## src/rtl/lif_array.sv

```systemverilog
// Array of N independent leaky integrate-and-fire neurons with adaptive thresholds,
// a refractory period, and a shared saturating spike counter. Results are registered one cycle after each step.
module lif_array #(
  parameter int N          = 4,
  parameter int W          = 8,
  parameter int LEAK_SHIFT = 3,
  parameter int THETA0     = 230,
  parameter int THETA_INC  = 16,
  parameter int REFRAC     = 2
) (
  input  logic           clk,
  input  logic           rst,
  input  logic           in_valid,
  input  logic [N*W-1:0] current,
  output logic           out_valid,
  output logic [N-1:0]   spike,
  output logic [N*W-1:0] state,
  output logic [N*W-1:0] theta,
  output logic [15:0]    spike_count
);

  localparam int RW = (REFRAC > 0) ? $clog2(REFRAC + 1) : 1;
  localparam int PW = $clog2(N + 1);
  localparam logic [W-1:0]  WMAX  = '1;
  localparam logic [W-1:0]  TH0   = W'(THETA0);
  localparam logic [W:0]    INC   = (W+1)'(THETA_INC);
  localparam logic [RW-1:0] RLOAD = RW'(REFRAC);

  logic [RW-1:0]  refr     [N];
  logic [RW-1:0]  refr_nxt [N];
  logic [N*W-1:0] state_nxt;
  logic [N*W-1:0] theta_nxt;
  logic [N-1:0]   spike_nxt;
  logic [PW-1:0]  pop;
  logic [16:0]    cnt_sum;

  for (genvar i = 0; i < N; i++) begin : g_neuron
    logic [W-1:0]  s, th, cur, u, th_decay;
    logic [W:0]    u_raw, th_inc;
    logic [W-1:0]  s_nxt, th_nxt;
    logic [RW-1:0] r_nxt;
    logic          spk_nxt;

    assign s   = state[i*W +: W];
    assign th  = theta[i*W +: W];
    assign cur = current[i*W +: W];

    // Leak never underflows since s>>LEAK_SHIFT <= s; only the add can overflow.
    assign u_raw    = {1'b0, s - (s >> LEAK_SHIFT)} + {1'b0, cur};
    assign u        = u_raw[W] ? WMAX : u_raw[W-1:0];
    assign th_decay = (th > TH0) ? th - W'(1) : th;
    assign th_inc   = {1'b0, th} + INC;

    always_comb begin
      s_nxt   = s;
      th_nxt  = th;
      r_nxt   = refr[i];
      spk_nxt = 1'b0;
      if (in_valid) begin
        if (refr[i] != '0) begin
          r_nxt  = refr[i] - RW'(1);
          s_nxt  = '0;
          th_nxt = th_decay;
        end else if (u >= th) begin
          spk_nxt = 1'b1;
          s_nxt   = '0;
          r_nxt   = RLOAD;
          th_nxt  = th_inc[W] ? WMAX : th_inc[W-1:0];
        end else begin
          s_nxt  = u;
          th_nxt = th_decay;
        end
      end
    end

    assign state_nxt[i*W +: W] = s_nxt;
    assign theta_nxt[i*W +: W] = th_nxt;
    assign spike_nxt[i]        = spk_nxt;
    assign refr_nxt[i]         = r_nxt;
  end

  always_comb begin
    pop = '0;
    for (int i = 0; i < N; i++) pop = pop + PW'(spike_nxt[i]);
  end

  assign cnt_sum = {1'b0, spike_count} + 17'(pop);

  always_ff @(posedge clk) begin
    if (rst) begin
      state       <= '0;
      theta       <= {N{TH0}};
      spike       <= '0;
      out_valid   <= 1'b0;
      spike_count <= '0;
      for (int i = 0; i < N; i++) refr[i] <= '0;
    end else begin
      state       <= state_nxt;
      theta       <= theta_nxt;
      spike       <= spike_nxt;
      out_valid   <= in_valid;
      spike_count <= cnt_sum[16] ? 16'hFFFF : cnt_sum[15:0];
      for (int i = 0; i < N; i++) refr[i] <= refr_nxt[i];
    end
  end

endmodule
```

## config.mk

```make
export PLATFORM = sky130hd
export DESIGN_NAME = lif_array
export DESIGN_NICKNAME = d
export VERILOG_FILES = /design/src/rtl/lif_array.sv
export SDC_FILE = /design/constraint.sdc
export NUM_CORES = 1
export LEC_CHECK = 0
export ABC_AREA = 1
export CELL_PAD_IN_SITES_DETAIL_PLACEMENT = 2
export CELL_PAD_IN_SITES_GLOBAL_PLACEMENT = 2
export CORE_AREA = 2 2 159 161
export CTS_BUF_LIST = sky130_fd_sc_hd__clkbuf_2
export DETAILED_ROUTE_END_ITERATION = 12
export DIE_AREA = 0 0 161 163
export GPL_TIMING_DRIVEN = 0
export HOLD_SLACK_MARGIN = 0.08
export PLACE_DENSITY_LB_ADDON = 0.1
export SYNTH_ARGS = -nofsm -noshare
export SYNTH_HDL_FRONTEND = slang
export SYNTH_SLANG_ARGS = --single-unit
```

## constraint.sdc

```tcl
create_clock -name clk -period 9.5 [get_ports clk]
set_input_delay 1.9 -clock clk [delete_from_list [all_inputs] [get_ports clk]]
set_output_delay 1.9 -clock clk [all_outputs]
set_load 0.005 [all_outputs]
```

## Word-level counts from Yosys, hierarchy flattened

Memories as Yosys holds them, arrays and structs flattened.
Index checks and enable logic that the tools add are counted.

| storage, ports and cells | value |
|---|---|
| logic and storage cells | 106 |
| memories kept | 1 |
| output and inout port bits | 85 |
| bits in registers | 85 |
| RAM bits | 8 |

| cells by class | value |
|---|---|
| add/subtract/negate cells | 24 |
| magnitude comparators | 8 |
| multiplexer cells | 60 |
| bitwise operators | 4 |
| reductions and logical operators | 4 |

Memories:

| memory | depth | bits a word | rd ports | clocked after Yosys merged registers in | wr ports | line | text |
|---|---|---|---|---|---|---|---|
| refr | 4 | 2 | 4 | 0 | 4 | 29 | `logic [RW-1:0] refr [N];` |

Operator list:

| kind | count |
|---|---|
| 8-bit 2-to-1 mux | 28 |
| 8-bit by 5-bit adder with 9-bit output, second input constant | 4 |
| 8-bit by 8-bit adder with 9-bit output | 4 |
| 8-bit greater-or-equal comparator | 4 |
| 8-bit greater-than comparator, second input constant | 4 |
| 2-bit 2-to-1 mux | 16 |
| 8-bit by 1-bit subtractor with 8-bit output, second input constant | 4 |
| 8-bit by 5-bit subtractor with 8-bit output | 4 |
| 16-bit by 3-bit adder with 17-bit output | 1 |
| 16-bit 2-to-1 mux | 1 |
| 1-bit 2-to-1 mux | 15 |
| 2-bit nonzero test | 4 |
| 2-bit by 1-bit subtractor with 2-bit output, second input constant | 4 |
| 1-bit OR | 4 |
| 2-bit by 1-bit adder with 3-bit output | 1 |
| 3-bit by 1-bit adder with 3-bit output | 1 |
| 1-bit by 1-bit adder with 2-bit output | 1 |

## Depth between registers and ports, before layout

| depth | value |
|---|---|
| depth after elaboration | 12 |
| mapped depth | 44 |
| depth with buffers taken out | 43 |

## Worst setup path after synthesis

OpenSTA, ideal clock, no wires.

| path | value |
|---|---|
| kind | input to register |
| start point | input current[16] |
| end point | register spike_count[11] |
| setup time | 56 ps |
| data required time | 9,444 ps |
| path slack | 3,252 ps |
| data arrival time | 6,192 ps |
| stages on the path | 35 |
| cell sequence | ha_1 fa_1 nand2_2 inv_2 o21ai_2 nand2_2 nand2_1 and2_4 buf_6 inv_2 or2_4 ha_1 nand2_1 nand2_1 nand2_1 nand2_1 nand2_1 nand3_1 nand2_1 nor2_1 fa_1 inv_1 fa_1 inv_1 fa_1 nand2_1 nor2_2 nand3_2 nor2_4 nand2_4 nor2_8 inv_2 nand3_1 nand2_1 inv_1 |

| between the ends | value |
|---|---|
| cells in the longest elaborated chain, start to end | 10 |

Ends and longest elaborated chain:

| what | line | text |
|---|---|---|
| from (decl) | 14 | `input logic [N*W-1:0] current,` |
| 8-bit by 8-bit adder with 9-bit output | 49 | `assign u_raw = {1'b0, s - (s >> LEAK_SHIFT)} + {1'b0, cur};` |
| 8-bit 2-to-1 mux | 50 | `assign u = u_raw[W] ? WMAX : u_raw[W-1:0];` |
| 8-bit greater-or-equal comparator | 64 | `end else if (u >= th) begin` |
| 1-bit 2-to-1 mux | 64 |  |
| 1-bit 2-to-1 mux | 60 | `if (refr[i] != '0) begin` |
| 1-bit 2-to-1 mux | 59 | `if (in_valid) begin` |
| named net g_neuron[2].spk_nxt | 42 | `logic spk_nxt;` |
| 2-bit by 1-bit adder with 3-bit output | 84 | `for (int i = 0; i < N; i++) pop = pop + PW'(spike_nxt[i]);` |
| 3-bit by 1-bit adder with 3-bit output | 84 |  |
| 16-bit by 3-bit adder with 17-bit output | 87 | `assign cnt_sum = {1'b0, spike_count} + 17'(pop);` |
| 16-bit 2-to-1 mux | 102 | `spike_count <= cnt_sum[16] ? 16'hFFFF : cnt_sum[15:0];` |
| to (signal assigned) | 102 |  |
| to (decl) | 19 | `output logic [15:0] spike_count` |

The timed path passes the listed nets, and every way through them passes these cells.
A chain may end at the register's enable or synchronous reset.

## Final worst setup path

Same ends and word-level chain as after synthesis.

==> metrics <==
status completed; Post-Syn Area 8177 um^2; highest clock rate 0.1494 GHz; initial DRC count 242; total number of yosys warnings 0; GR Util met2 40.01%; leading area contributor after synthesis dfxtp_1; number of global-route vias before repair 9077; worst skew pair latency 0.66 ns; max incr delay on CP 0.50 ns; post-DP HPWL 22720 um; Setup Fix Bufs, Post-CTS 0; Slew headroom 44.28%; DR WL/cell 16.85 um; number of distinct library cells after synthesis 44; clock slew at reported path FFs 0.32 ns; Core Util, Final 40.10%; Clock Path Buffers 2; ANT nets after route 0; setup violators final 0; H-tree depth 3; overflow left after global routing 0; die footprint 26240 um^2; # nets final 1474; M3 GR Usage 2.343%; most frequent CP cell nand2_1; maximum clock skew at final layout 0.04537 ns; CTS tree yes; largest net degree at the start of global routing 18; CP Max Fanout 9; setup_tns 0 ns; share of layout cells above drive strength 1 5.758%; Max Slew Vio Count 0; type of the worst setup path input port to flip-flop; CP startpoint kind input port; Syn Nets 1346; total CTS buffers 9; antenna violations before repair 2; die width 161 um; drt total wl 27830 um; root buf cell clkbuf_2; Final Wtd Congestion 0.7854; CP Launch Point current[16]; Vias/cell 5.066; CP endpoint kind flip-flop; EDFF count, synth 0; CP max-delay cell fa_1; via count 8369; top cells by count, synth 268 x nand2_1, 156 x inv_1, 123 x nand3_1, 113 x ha_1, 111 x a21oi_1; area grow syn2layout 20.99%; grt met1 use 28.23%; gr busiest metal met2; most common cell in the netlist nand2_1; Cells after Synth 1187; mean post-synth cell area 6.888 um^2; Seq cells post-synth 93; RSZ-0062 raised after global routing false; Core Region 24670 um^2; first-pass GRT wire length 46760 um; Tcrit/Tclk final 70.45%; Worst-Margin Slew 0.8358 ns; sequential fraction of the synthesis area 22.77%; port bufs 117; Die Height 163 um; post-route minimum period 6.693 ns; post-synth top area share 22.77%; r2r startpoint state[21]; class of the worst hold path flip-flop to flip-flop; All-Layer GR Usage 21.99%; Required @ worst endpoint 10.15 ns; largest cells by area after synthesis dfxtp_1 23%, ha_1 17%, nand2_1 12%; hold_buf cts 0; Async SR Flop Fraction 0%; post-cts resize count 0; TritonRoute pass-1 iters 4; DRC viols 0; Final Hold Vio Count 0; total of max-cap violations 0; TritonCTS Sinks 93; # IOs 120; Initial Utilization 33.14%; number of fill cells 3015; Primary FF master, synth dfxtp_1; HP Start refr[1][0]; # rows 58; arrival time of the worst setup path 7.34 ns
## final cells by class
type / instances / area (um^2) / share of cell area, %
diodes: 2 / 5.005 / 0.05059
multi-input cells: 905 / 5585 / 56.46
well taps: 330 / 412.9 / 4.174
plain buffers: 23 / 106.4 / 1.075
inverters: 166 / 623.1 / 6.298
flip-flops and latches: 93 / 1862 / 18.82
clock buffers: 9 / 45.04 / 0.4553
repair buffers: 117 / 1171 / 11.84
clock inverters: 7 / 82.58 / 0.8347
## registers in the layout (all words and copies together) (netlist names)
| name | cells |
|---|---|
| state | 32 |
| spike | 4 |
| out_valid | 1 |
| spike_count | 16 |
| refr | 8 |
| theta | 32 |
## cells by family (layout without fill, tap and decap cells)
| group | Yosys count | in the layout | synth area share, % |
|---|---|---|---|
| buf+inv | 189 | 322 | 8.921 |
| xor+xnor | 49 | 49 | 5.249 |
| compound gates | 196 | 196 | 13.36 |
| simple gates | 536 | 536 | 29.72 |
| fa+ha+maj | 124 | 124 | 19.98 |
| flops | 93 | 93 | 22.77 |
| other cells | 0 | 2 | 0 |
## critical path, delay by kind of cell
kind                     cells  cell delay, ns
AND/OR/NAND/NOR             21            2.34
AO/OA/AOI/OAI                1            0.11
adder cells (fa/ha/maj)      6            2.05
buffers and inverters        8            0.95
## metal layers
layer / vias to the layer above / part of all wire, %
met4: 0 / 1.2
met2: 86 / 49
met3: 20 / 1.8
met5: - / 0
li1: 4184 / -
met1: 4079 / 48
## cell usage in the layout (no fill, tap or decap), drive strengths merged
cell,n
nand4,39
o21bai,1
nand3,124
a211oi,4
a21o,4
or2,9
clkdlybuf4s50,117
xor2,30
clkinv,3
clkbuf,22
nor2,71
inv,167
o211ai,4
o31ai,1
o21ai,53
bufinv,1
buf,10
a31o,3
and3,2
a21oi,118
nand3b,1
and2,2
nand2,280
ha,113
clkinvlp,2
dfxtp,93
fa,11
o21a,8
nor3b,3
nor3,5
xnor2,19
diode,2
## path summary, 6_finish.rpt
path / endpoint / slack (ns) / depth (start not counted)
worst max-delay path: spike_count[11] / 2.81 / 36
worst min-delay path: refr[1][0] / 0.49 / 2
worst max register to register: spike_count[11] / 3.00 / 40
worst min register to register: refr[1][0] / 0.49 / 2
## metrics by stage
stage	cells	hold WS, ns	setup WS (ns)	instance area (um^2)
2_1_floorplan	1187	0.4394	3.252	8177
3_3_place_gp	1634	0.4517	2.211	9761
3_5_place_dp	1634	0.4704	2.068	9761
4_1_cts	1650	0.4985	2.797	9888
5_1_grt	1652	0.5293	2.332	9893
6_report	1652	0.4932	2.807	9893
Power is not shown: default switching activity piles up to over one toggle a cycle in this logic, so the estimate is an artifact.
